File: src/rtl/emulib_fifo_stream_reader_pkg.sv
// Shared emulib stream-adapter constants: skid-queue depth, occupancy width and the read credit rule.
package emulib_fifo_stream_reader_pkg;

   localparam int unsigned BUF_DEPTH = 3;
   localparam int unsigned COUNT_W   = 2;

   typedef logic [COUNT_W-1:0] count_t;

   // A new read may issue only while buffered plus in-flight words leave a free slot.
   function automatic logic credit_ok(input count_t count, input logic inflight);
      logic [COUNT_W:0] used;
      used = {1'b0, count} + {{COUNT_W{1'b0}}, inflight};
      return used <= (COUNT_W+1)'(BUF_DEPTH - 1);
   endfunction

endpackage

File: src/rtl/emulib_fifo_stream_reader_if.sv
// Valid/ready stream bundle produced by the emulib FIFO reader.
interface emulib_fifo_stream_reader_if #(
   parameter int unsigned WIDTH = 32
) ();

   logic             m_valid;
   logic             m_ready;
   logic [WIDTH-1:0] m_data;

   modport master (
      output m_valid,
      output m_data,
      input  m_ready
   );

   modport slave (
      input  m_valid,
      input  m_data,
      output m_ready
   );

endinterface

File: src/rtl/emulib_fifo_reader_buf.sv
// Small register queue (BUF_DEPTH entries) with push/pop, occupancy and head outputs.
module emulib_fifo_reader_buf
   import emulib_fifo_stream_reader_pkg::*;
#(
   parameter int unsigned WIDTH = 32
) (
   input  logic             clk,
   input  logic             rst_n,
   input  logic             push,
   input  logic [WIDTH-1:0] push_data,
   input  logic             pop,
   output count_t           count,
   output logic [WIDTH-1:0] head
);

   logic [WIDTH-1:0] mem_q [BUF_DEPTH];
   logic [WIDTH-1:0] mem_d [BUF_DEPTH];
   count_t           count_q;
   count_t           count_d;
   count_t           wr_idx;
   logic             pop_ok;
   logic             push_ok;

   assign pop_ok  = pop && (count_q != '0);
   assign push_ok = push && ((count_q != count_t'(BUF_DEPTH)) || pop_ok);

   // Entry 0 is always the head; a pop shifts everything down one slot before the push lands.
   always_comb begin
      mem_d   = mem_q;
      count_d = count_q;
      wr_idx  = count_q;
      if (pop_ok) begin
         for (int unsigned i = 0; i < BUF_DEPTH - 1; i++) begin
            mem_d[i] = mem_q[i+1];
         end
         wr_idx  = count_q - count_t'(1);
         count_d = count_q - count_t'(1);
      end
      if (push_ok) begin
         mem_d[wr_idx] = push_data;
         count_d       = count_d + count_t'(1);
      end
   end

   always_ff @(posedge clk or negedge rst_n) begin
      if (!rst_n) begin
         mem_q   <= '{default: '0};
         count_q <= '0;
      end else begin
         mem_q   <= mem_d;
         count_q <= count_d;
      end
   end

   assign count = count_q;
   assign head  = mem_q[0];

endmodule

File: src/rtl/emulib_fifo_stream_reader.sv
// Drains an emulib FIFO read port (1-cycle data latency) into a valid/ready stream.
// Define EMULIB_FIFO_READER_BYPASS_EN to forward arriving data straight to an empty queue's output.
module emulib_fifo_stream_reader
   import emulib_fifo_stream_reader_pkg::*;
#(
   parameter int unsigned WIDTH = 32
) (
   input  logic                               clk,
   input  logic                               rst_n,
   output logic                               fifo_rinc,
   input  logic                               fifo_rempty,
   input  logic [WIDTH-1:0]                   fifo_rdata,
   emulib_fifo_stream_reader_if.master        strm
);

   logic             inflight_q;
   logic             fire;
   logic             push;
   logic             pop;
   count_t           count;
   logic [WIDTH-1:0] head;

   // Credit depends on registered state only, so m_ready never reaches fifo_rinc.
   assign fifo_rinc = rst_n && !fifo_rempty && credit_ok(count, inflight_q);
   assign fire      = fifo_rinc && !fifo_rempty;

   always_ff @(posedge clk or negedge rst_n) begin
      if (!rst_n) begin
         inflight_q <= 1'b0;
      end else begin
         inflight_q <= fire;
      end
   end

`ifdef EMULIB_FIFO_READER_BYPASS_EN
   logic bypass;

   assign bypass       = (count == '0) && inflight_q;
   assign strm.m_valid = (count != '0) || inflight_q;
   assign strm.m_data  = bypass ? fifo_rdata : head;
   assign pop          = (count != '0) && strm.m_ready;
   // A word consumed straight off the FIFO bus never enters the queue.
   assign push         = inflight_q && !(bypass && strm.m_ready);
`else
   assign strm.m_valid = (count != '0);
   assign strm.m_data  = head;
   assign pop          = strm.m_valid && strm.m_ready;
   assign push         = inflight_q;
`endif

   emulib_fifo_reader_buf #(
      .WIDTH (WIDTH)
   ) u_buf (
      .clk       (clk),
      .rst_n     (rst_n),
      .push      (push),
      .push_data (fifo_rdata),
      .pop       (pop),
      .count     (count),
      .head      (head)
   );

endmodule

File: src/flat_wrapper.sv
// flat-port wrapper written by rule: the top's interface ports become plain ports
module emulib_fifo_stream_reader_flat import emulib_fifo_stream_reader_pkg::*;
#(
   parameter int unsigned WIDTH = 32
)
  (clk, rst_n, fifo_rinc, fifo_rempty, fifo_rdata, strm_m_valid, strm_m_data, strm_m_ready);
  emulib_fifo_stream_reader_if #(.WIDTH(WIDTH)) strm_i ();
  input  logic clk;
  input  logic rst_n;
  output logic fifo_rinc;
  input  logic fifo_rempty;
  input  logic [WIDTH-1:0] fifo_rdata;
  output wire logic [$bits(strm_i.m_valid)-1:0] strm_m_valid;
  output wire logic [$bits(strm_i.m_data)-1:0] strm_m_data;
  input wire logic [$bits(strm_i.m_ready)-1:0] strm_m_ready;
  assign strm_m_valid = strm_i.m_valid;
  assign strm_m_data = strm_i.m_data;
  assign strm_i.m_ready = strm_m_ready;
  emulib_fifo_stream_reader #(.WIDTH(WIDTH)) u_core (.clk(clk), .rst_n(rst_n), .fifo_rinc(fifo_rinc), .fifo_rempty(fifo_rempty), .fifo_rdata(fifo_rdata), .strm(strm_i));
endmodule
File: config.mk
export PLATFORM = sky130hd
export DESIGN_NAME = emulib_fifo_stream_reader_flat
export DESIGN_NICKNAME = d
export VERILOG_FILES = /design/src/rtl/emulib_fifo_stream_reader_pkg.sv /design/src/rtl/emulib_fifo_stream_reader_if.sv /design/src/rtl/emulib_fifo_reader_buf.sv /design/src/rtl/emulib_fifo_stream_reader.sv /design/src/flat_wrapper.sv
export SDC_FILE = /design/constraint.sdc
export NUM_CORES = 1
export LEC_CHECK = 0
export ABC_AREA = 1
export BUFFER_PORTS_ARGS = -buffer_cell sky130_fd_sc_hd__buf_4
export CORE_ASPECT_RATIO = 1.75
export CORE_MARGIN = 2
export CORE_UTILIZATION = 43
export CTS_CLUSTER_SIZE = 20
export DETAILED_ROUTE_END_ITERATION = 16
export SKIP_LAST_GASP = 1
export SYNTH_ARGS = -nofsm -noshare
export SYNTH_HDL_FRONTEND = slang
export SYNTH_SLANG_ARGS = --single-unit
File: constraint.sdc
create_clock -name clk -period 2.64 [get_ports clk]
set_input_delay 0.264 -clock clk [delete_from_list [all_inputs] [get_ports clk]]
set_output_delay 0.264 -clock clk [all_outputs]
set_load 0.01 [all_outputs]
==> results.cfg, run 1 <==
[global_route]
grt_max_degree = 75
grt_overflow = 0
grt_antenna_before_repair = 0
grt_pass1_vias = 4357
grt.total_usage_pct = 21.1
grt_pass1_wl_um = 21800

[critical_path]
crit_top_cell = nand2_1
cp_max_fo = 32
path_cells = inv_1 -> ha_1 -> inv_2 -> nand2_2 -> nand2_1 -> o21ai_1 -> ha_1 -> nand3_2 -> buf_4 -> nand2_1 -> nand2_1
arrival_ns = 2.54
crit_path_start_kind = flop
critPathRequiredTime_ns = 2.87
cp_slowest_cell = ha_1
crit_type = reg2reg
cpPeakStageDelay_ns = 0.46
crit_buf_inv = 3
critical-path-top-delay-family = adder cells
end_kind = flop

[timing]
tns_ns = 0
max_freq_mhz = 433
worst_slew_pin_slew_ns = 0.764
finalHoldViolations = 0
worst_slack_ns = 0.331
setup_viol_count_final = 0
timing.final.crit_share_pct = 87.4
relSlewSlack_pct = 49.1
rsz0062_at_grt = false
drv_slew = 0
fin_worst_skew_ns = 0.00642
fin_crit_ns = 2.31

[final_layout]
fin_area_um2 = 5950
diodes = 0
drive_above_1_share_pct = 14.6
nets = 763
syn2layout_area_growth_pct = 12.3

[placement]
globalplace.congestion = 0.826
postPlaceCellArea_um2 = 5680
dpl.hpwl_um = 8080
io_buffer_count = 69
dpl_worst_slack_ns = 0.332

[clock_tree]
htree_levels = 3
cts_tree = built
clock_sinks = 99
cts_setup_buffers = 0
numCtsBuffers = 9
worstSkewPairLatency_ns = 0.34
cts_root_buffer = clkbuf_16
path_clk_slew_ns = 0.07
clockBufferDepth = 2

[pwr]
peakVddDrop_v = 0.000627
p_per_area_nw_per_um2 = 1100
leakagePower_nw = 3.33

[floorplanning]
die_h_um = 151
dieArea_um2 = 13300
initial_core_util_pct = 44.1
core-area_um2 = 12000
die_w_um = 87.9
row_count = 53
io_pins = 70

[detailed_routing]
drt-total-wl_um = 13400
drt-vias-per-instance = 5.16
drtAntennaViolNets = 0
drc = 0
first_pass_iters = 5
via_count = 4590
drt_iter0_markers = 289
wl_per_cell_um = 15.1

[yosys]
syn_nets = 753
synth_area_um2 = 5300
synth_seq_cells = 99
ys_types = 20
ys.warnings.count = 0
syn_area_per_cell_um2 = 7.47
yosysSeqAreaShare_pct = 46.8
syn_inst = 709

[run_status]
outcome = complete, no violations

[worst_hold_path]
hp-class = in2reg

[job]
maxCapViolCount = 0
[per-stage QoR]
stage | hold slack [ns] | util, % | std cells | total power [mW]
2_1_floorplan | -0.0316 | - | 709 | 4.60
3_3_place_gp | 0.126 | 47.3 | 872 | 5.28
3_5_place_dp | 0.127 | 47.3 | 872 | 5.36
4_1_cts | 0.153 | 49.6 | 889 | 6.59
5_1_grt | 0.177 | 49.6 | 889 | 7.06
6_report | 0.161 | 49.6 | 889 | 6.53
[final timing paths]
path,startpoint,slack (ns),end,cells after the start
max in group asynchronous,rst_n,1.38,u_core.u_buf.mem_q[40]$_DFF_PN0_,3
setup / recovery,u_core.u_buf.count[0]$_DFF_PN0_,0.33,flop,11
hold reg to reg,flop,0.47,flop,2
setup reg to reg,u_core.u_buf.count[0]$_DFF_PN0_,0.33,flop,11
hold / removal,fifo_rempty,0.16,u_core.inflight_q$_DFF_PN0_,3
min in group asynchronous,rst_n,0.30,u_core.u_buf.head[7]$_DFF_PN0_,2
[metal layers]
| layer | vias to the layer above | part of all wire (%) | wire length [um] | GRT usage [%] |
|---|---|---|---|---|
| met4 | 0 | 2.2 | 300 | 9.08 |
| met3 | 21 | 3.5 | 476 | 3.05 |
| met5 | - | 0 | 0 | 0 |
| met1 | 2176 | 42 | 5650 | 26.8 |
| met2 | 112 | 52 | 6990 | 35.4 |
| li1 | 2281 | - | - | - |
[what timing repair did]
action	CTS	global route
hold buffers	1	0
hold endpoints to repair	10	0
resized for setup	0	0
[final cells by class]
class	count	area, um2
Fill cell	1206	6050
Sequential cell	99	2480
Multi-Input combinational cell	514	2290
Timing Repair Buffer	87	681
Clock buffer	12	236
Tap cell	165	206
Inverter	8	30.0
Clock inverter	4	26.3
[power by group]
group / switching (mW) / internal (mW)
logic: 1.85 / 1.01
registers: 0.349 / 2.12
clock network: 0.564 / 0.641
[kinds of logic (layout without fill, tap and decap cells)]
group	after synthesis	in the layout	synth area share [%]
buffers and inverters	96	111	10.1
flip-flops	99	99	46.8
AO/OA/AOI/OAI	4	4	0.520
AND/OR/NAND/NOR	502	502	40.7
adder cells (fa/ha/maj)	8	8	1.89
[synth_stat cells (all sizes together)]
cell type / number / area (um2)
clkbuf: 22 / 82.6
nor2: 2 / 10.0
nand2: 400 / 1510
a21boi: 1 / 7.51
nand3: 3 / 25.0
o21a: 2 / 15.0
nor3b: 1 / 7.51
dfrtp: 99 / 2480
nand4: 96 / 601
o21ai: 1 / 5.00
buf: 66 / 423
inv: 8 / 30.0
ha: 8 / 100
[cells in the final DEF, fill, tap and decap left out]
cell / instances
inv_1: 7
clkinvlp_4: 1
ha_1: 8
nand3_2: 2
clkinv_2: 2
dfrtp_1: 98
nand4_1: 96
nand3_1: 1
dfrtp_4: 1
nor2_4: 1
o21ai_1: 1
dlygate4sd3_1: 1
clkbuf_1: 3
buf_12: 2
a21boi_0: 1
nand2_1: 398
nand2_4: 1
nand2_2: 1
buf_4: 84
o21a_1: 2
inv_6: 1
nor2_1: 1
clkbuf_16: 9
inv_2: 1
nor3b_1: 1
[worst register-to-register path, delay by kind of cell (launching register included)]
| family | cells | cell delay [ns] |
|---|---|---|
| buffers and inverters | 3 | 0.44 |
| and+or+nand+nor | 5 | 0.49 |
| AOI/OAI and AO/OA | 1 | 0.14 |
| DFF | 1 | 0.43 |
| adders and majority gates | 2 | 0.69 |
No activity file was read; power rests on OpenSTA's default activity.
==> run 2, diff against run 1 <==
Settings changed: ABC_AREA 1 to 0.
==> results.cfg, run 2 <==
[critical_path]
critPathRequiredTime_ns = 2.86
crit_buf_inv = 2
reg2reg_slack_ns = 0.14
crit_top_cell = ha_1
rr_worst_depth = 9
end_kind = flop
arrival_ns = 2.72
cp_max_fo = 23
r2r-start = u_core.u_buf.count[0]$_DFF_PN0_
crit_path_start_kind = flop
path_cells = inv_1 -> ha_1 -> nand2b_4 -> a21oi_1 -> ha_1 -> nand2_1 -> a21oi_4 -> buf_12 -> mux2_2
cp_slowest_cell = dfrtp_1
crit_type = reg2reg
critical-path-top-delay-family = compound AO/OA/AOI/OAI gates
cpPeakStageDelay_ns = 0.43
r2r-end = u_core.u_buf.mem_q[58]$_DFF_PN0_

[floorplanning]
dieArea_um2 = 12300
core-area_um2 = 11200
initial_core_util_pct = 44.0
die_h_um = 145
io_pins = 70
die_w_um = 84.8
row_count = 51

[final_layout]
area.sequential_um2 = 2480
n_fill_cell = 940
syn2layout_area_growth_pct = 15.4
final_cell_mix = mux2_2, dfrtp_1, buf_4
drive_above_1_share_pct = 63.9
multi_input_comb_area_um2 = 2090
final_cells = 523
diodes = 0
mostFrequentLayoutCell = mux2_2
nets = 430
fin_area_um2 = 5670

[detailed_routing]
wl_per_cell_um = 17.0
drc = 0
drt-total-wl_um = 8890
first_pass_iters = 3
drtAntennaViolNets = 0
drt_iter0_markers = 55
via_count = 2703
drt-vias-per-instance = 5.17

[timing]
drv_slew = 0
relSlewSlack_pct = 49.7
worst_slew_pin_slew_ns = 0.755
fin_worst_skew_ns = 0.0133
rsz0062_at_grt = false
timing.final.crit_share_pct = 94.8
setup_viol_count_final = 0
max_freq_mhz = 400
tns_ns = 0
finalHoldViolations = 0
hold_ws_ns = 0.0786
fin_crit_ns = 2.50

[pwr]
clkPwrFrac_pct = 18.3
p_int_mw = 4.68
p_per_area_nw_per_um2 = 1170
peakVddDrop_v = 0.000541
power_frac_seq_pct = 39.6
leakagePower_nw = 2.58
power_mw = 6.65
combPwrFrac_pct = 42.1
p_sw_mw = 1.97
swShare_pct = 29.6

[placement]
postPlaceCellArea_um2 = 5390
dp.cells = 506
globalplace.congestion = 0.709
io_buffer_count = 69
dpl.hpwl_um = 5810

[clock_tree]
numCtsBuffers = 9
cts_root_buffer = clkbuf_16
cts_tree = built
clockBufferDepth = 2
path_clk_slew_ns = 0.07
clock_sinks = 99
cts_setup_buffers = 0
worstSkewPairLatency_ns = 0.34
htree_levels = 3

[worst_hold_path]
hold_path.startpoint = fifo_rempty
min_to = u_core.inflight_q$_DFF_PN0_
hp-class = in2reg
min_path_cells = 2

[yosys]
synth_area_leaders = dfrtp_1, mux2_2, buf_4, ha_1, mux2_1
synth.top_cell.area_share_pct = 50.4
syn_nets = 388
synth-main-ff-cell = dfrtp_1
yosysSeqAreaShare_pct = 50.4
synthTopCellsByCount = mux2_2, dfrtp_1, buf_4
ys.warnings.count = 0
synth_area_um2 = 4910
synth_seq_cells = 99
synth_edf_count = 0
syn_area_per_cell_um2 = 14.3
ys_types = 20
synthArstFlopShare_pct = 100
yosys.area.top_type = dfrtp_1
syn_inst = 344
synthMostInstantiatedCell = mux2_2

[global_route]
grt_max_degree = 61
grt_pass1_vias = 2986
globalRouteMet2Util_pct = 26.3
grt_util_met1_pct = 18.3
grt.total_usage_pct = 15.2
busiest_layer = met2
grt_pass1_wl_um = 14900
use_met3_pct = 3.63
grt_overflow = 0
grt_antenna_before_repair = 0

[job]
maxCapViolCount = 0

[run_status]
outcome = complete, no violations
-- run 2: cell count changes after synthesis, sizes merged, moves of 2 or more --
cell    previous run  this run
nand2            400         4
mux2               0       160
nand4             96         0
clkbuf            22         0
buf               66        49
a21oi              0         6
nand3              3         0
nand2b             0         2
nor3b              1         3
o21a               2         0
xnor2              0         2
-- run 2: kinds of logic after synthesis --
logic type	share of synthesized area [%]
adders and majority gates	2.04
AOI/OAI and AO/OA	1.02
and+or+nand+nor	1.37
buffers and inverters	7.54
DFF	50.4
xor gates and xnor gates	0.357
muxes	37.3
-- run 2: layout make-up --
type | instances | share of cell area [%]
well taps | 132 | 2.91
repair buffers | 80 | 11.3
clock buffers | 11 | 4.11
flip-flops and latches | 99 | 43.7
inverters | 7 | 0.463
multi-input cells | 189 | 36.8
clock inverters | 5 | 0.684
-- run 2: routing by layer --
metal  vias to the layer above  part of all wire [%]
met4                         0                   1.6
met5                         -                     0
li1                       1260                     -
met1                      1386                    42
met2                        46                    52
met3                        11                   4.2
-- run 2: through the flow --
step | setup slack (ns) | utilization, %
final | 0.138 | 50.8
after global routing | 0.0248 | 50.8
after CTS | 0.104 | 50.8
after detailed placement | 0.151 | 48.2
after global placement | 0.205 | 48.2
after floorplan | 0.0656 | -
-- run 2: repair_timing --
action	4_1_cts	5_1_grt
hold buffers	1	0
gates resized for setup	0	0
endpoints found under the hold margin	39	0
-- run 2: worst max path at each step --
| stage | start | endpoint | slack, ns | cells after the start |
|---|---|---|---|---|
| after floorplan | u_core.u_buf.count[0]$_DFF_PN0_ | u_core.u_buf.head[0]$_DFF_PN0_ | 0.07 | 12 |
| after global placement | u_core.u_buf.count[0]$_DFF_PN0_ | u_core.u_buf.head[15]$_DFF_PN0_ | 0.21 | 7 |
| after detailed placement | u_core.u_buf.count[0]$_DFF_PN0_ | u_core.u_buf.head[22]$_DFF_PN0_ | 0.15 | 7 |
| after CTS | u_core.u_buf.count[0]$_DFF_PN0_ | u_core.u_buf.mem_q[60]$_DFF_PN0_ | 0.10 | 9 |
| after global routing | u_core.u_buf.count[0]$_DFF_PN0_ | u_core.u_buf.mem_q[62]$_DFF_PN0_ | 0.02 | 7 |
| final | u_core.u_buf.count[0]$_DFF_PN0_ | u_core.u_buf.mem_q[58]$_DFF_PN0_ | 0.14 | 9 |
-- run 2: power groups by stage --
stage	clock (mW)	combinational (mW)	sequential, mW
finish	1.22	2.80	2.63
global route	1.33	3.06	2.73
CTS	1.26	2.85	2.64
detailed placement	0	2.83	2.67
global placement	0	2.74	2.65
floorplan	0	2.40	2.53
==> run 3, diff against run 2 <==
Settings changed: HOLD_SLACK_MARGIN from default to 0.05, PLACE_DENSITY from default to 0.61.
==> results.cfg, run 3 (synthesized netlist as in run 2, its figures left out) <==
[run_status]
outcome = complete, no violations

[timing]
worst_slew_pin_slew_ns = 0.515
tns_ns = 0
fin_worst_skew_ns = 0.00636
drv_slew = 0
timing.final.crit_share_pct = 89.5
finalHoldViolations = 0
fin_crit_ns = 2.36
relSlewSlack_pct = 65.6
setup_viol_count_final = 0
max_freq_mhz = 423
rsz0062_at_grt = false

[critical_path]
reg2reg_slack_ns = 0.28
crit_start = u_core.u_buf.count[0]$_DFF_PN0_
crit_type = reg2reg
rr_worst_depth = 9
arrival_ns = 2.59
crit_path_end = u_core.u_buf.mem_q[32]$_DFF_PN0_
r2r-start = u_core.u_buf.count[0]$_DFF_PN0_
end_kind = flop
critPathRequiredTime_ns = 2.86
crit_top_cell = ha_1
cpPeakStageDelay_ns = 0.43
cp_slowest_cell = dfrtp_1
r2r-end = u_core.u_buf.mem_q[32]$_DFF_PN0_
crit_path_start_kind = flop
cp_max_fo = 17
path_cells = inv_1 -> ha_1 -> nand2b_4 -> a21oi_1 -> ha_1 -> nand2_1 -> a21oi_4 -> buf_12 -> mux2_2

[pwr]
leakagePower_nw = 2.59
power_frac_seq_pct = 39.4
clkPwrFrac_pct = 18.9
p_sw_mw = 1.94
swShare_pct = 29.2
peakVddDrop_v = 0.000687
p_per_area_nw_per_um2 = 1170
p_int_mw = 4.70
combPwrFrac_pct = 41.8

[detailed_routing]
drt-vias-per-instance = 5.03
first_pass_iters = 4
drt_iter0_markers = 86
drc = 0
drt-total-wl_um = 8390
drtAntennaViolNets = 0
via_count = 2626
wl_per_cell_um = 16.1

[final_layout]
final_cells = 522
diodes = 0
drive_above_1_share_pct = 64.4
syn2layout_area_growth_pct = 15.8
mostFrequentLayoutCell = mux2_2
nets = 429
final_cell_mix = mux2_2, dfrtp_1, buf_4

[job]
maxCapViolCount = 0

[global_route]
grt_pass1_wl_um = 14200
grt_overflow = 0
grt.total_usage_pct = 14.5
grt_pass1_vias = 2869
grt_max_degree = 63
grt_antenna_before_repair = 0

[floorplanning]
initial_core_util_pct = 44.0
io_pins = 70
dieArea_um2 = 12300
die_w_um = 84.8
row_count = 51
die_h_um = 145
core-area_um2 = 11200

[worst_hold_path]
hp-class = in2reg

[clock_tree]
clockBufferDepth = 2
worstSkewPairLatency_ns = 0.34
cts_root_buffer = clkbuf_16
path_clk_slew_ns = 0.07
htree_levels = 3
numCtsBuffers = 9
cts-resized-gates = 0
clock_sinks = 99
cts_tree = built

[placement]
io_buffer_count = 69
globalplace.congestion = 0.699
dpl.hpwl_um = 5570
dp.cells = 505
==> run 3: changes by cell type in the layout (fill, tap and decap cells not counted), sizes merged <==
cell | before | now
clkbuf | 11 | 10
buf | 79 | 78
inv | 8 | 9
clkinvlp | 4 | 3
clkinv | 0 | 1
==> run 3: cell type report <==
class                           count  area, um2
Sequential cell                    99       2480
Inverter                            7       26.3
Multi-Input combinational cell    189       2090
Fill cell                         985       5480
Clock buffer                       10        239
Tap cell                          132        165
Clock inverter                      6       48.8
Timing Repair Buffer               79        646
==> run 3: power by group through the flow <==
| stage | logic, mW | clock network [mW] | registers [mW] |
|---|---|---|---|
| finish | 2.78 | 1.25 | 2.62 |
| CTS | 2.83 | 1.30 | 2.63 |
| floorplan | 2.40 | 0 | 2.53 |
| global route | 3.06 | 1.35 | 2.72 |
| detailed placement | 2.82 | 0 | 2.66 |
| global placement | 2.75 | 0 | 2.63 |
==> run 3: per-layer routing <==
| metal | global-route usage, % | share of wire [%] |
|---|---|---|
| met4 | 5.24 | 1.6 |
| met2 | 25.0 | 52 |
| met3 | 3.80 | 4.0 |
| met1 | 17.2 | 43 |
| met5 | 0 | 0 |
==> run 3: per-stage QoR <==
| stage | hold slack (ns) | worst slack, ns | instance area, um2 | utilization, % | total power [mW] |
|---|---|---|---|---|---|
| finish | 0.0881 | 0.277 | 5690 | 51.0 | 6.65 |
| global placement | 0.286 | 0.291 | 5390 | 48.3 | 5.38 |
| floorplan | -0.0316 | 0.0656 | 4910 | - | 4.93 |
| detailed placement | 0.287 | 0.252 | 5390 | 48.3 | 5.48 |
| global route | 0.0837 | 0.117 | 5690 | 51.0 | 7.13 |
| CTS | 0.0731 | 0.228 | 5690 | 51.0 | 6.76 |
==> run 3: worst min-delay path by stage <==
stage	slack, ns	cells past startpoint	start	end
after global placement	0.29	1	rst_n	u_core.inflight_q$_DFF_PN0_
after CTS	0.07	2	fifo_rempty	u_core.inflight_q$_DFF_PN0_
after global routing	0.08	2	fifo_rempty	u_core.inflight_q$_DFF_PN0_
after floorplan	-0.03	0	rst_n	async pin
after detailed placement	0.29	1	rst_n	u_core.inflight_q$_DFF_PN0_
final	0.09	2	fifo_rempty	u_core.inflight_q$_DFF_PN0_
==> run 3: timing repair <==
| item | 4_1_cts | 5_1_grt |
|---|---|---|
| hold buffers | 1 | 0 |
| endpoints found under the hold margin | 37 | 0 |
| setup buffers | 0 | 0 |
==> run 3: critical path: cells and delay by family (launching register included) <==
kind	cells	cell delay [ns]
AOI/OAI and AO/OA	2	0.49
adders and majority gates	2	0.45
DFF	1	0.43
muxes	1	0.34
buffers and inverters	2	0.28
and+or+nand+nor	2	0.25
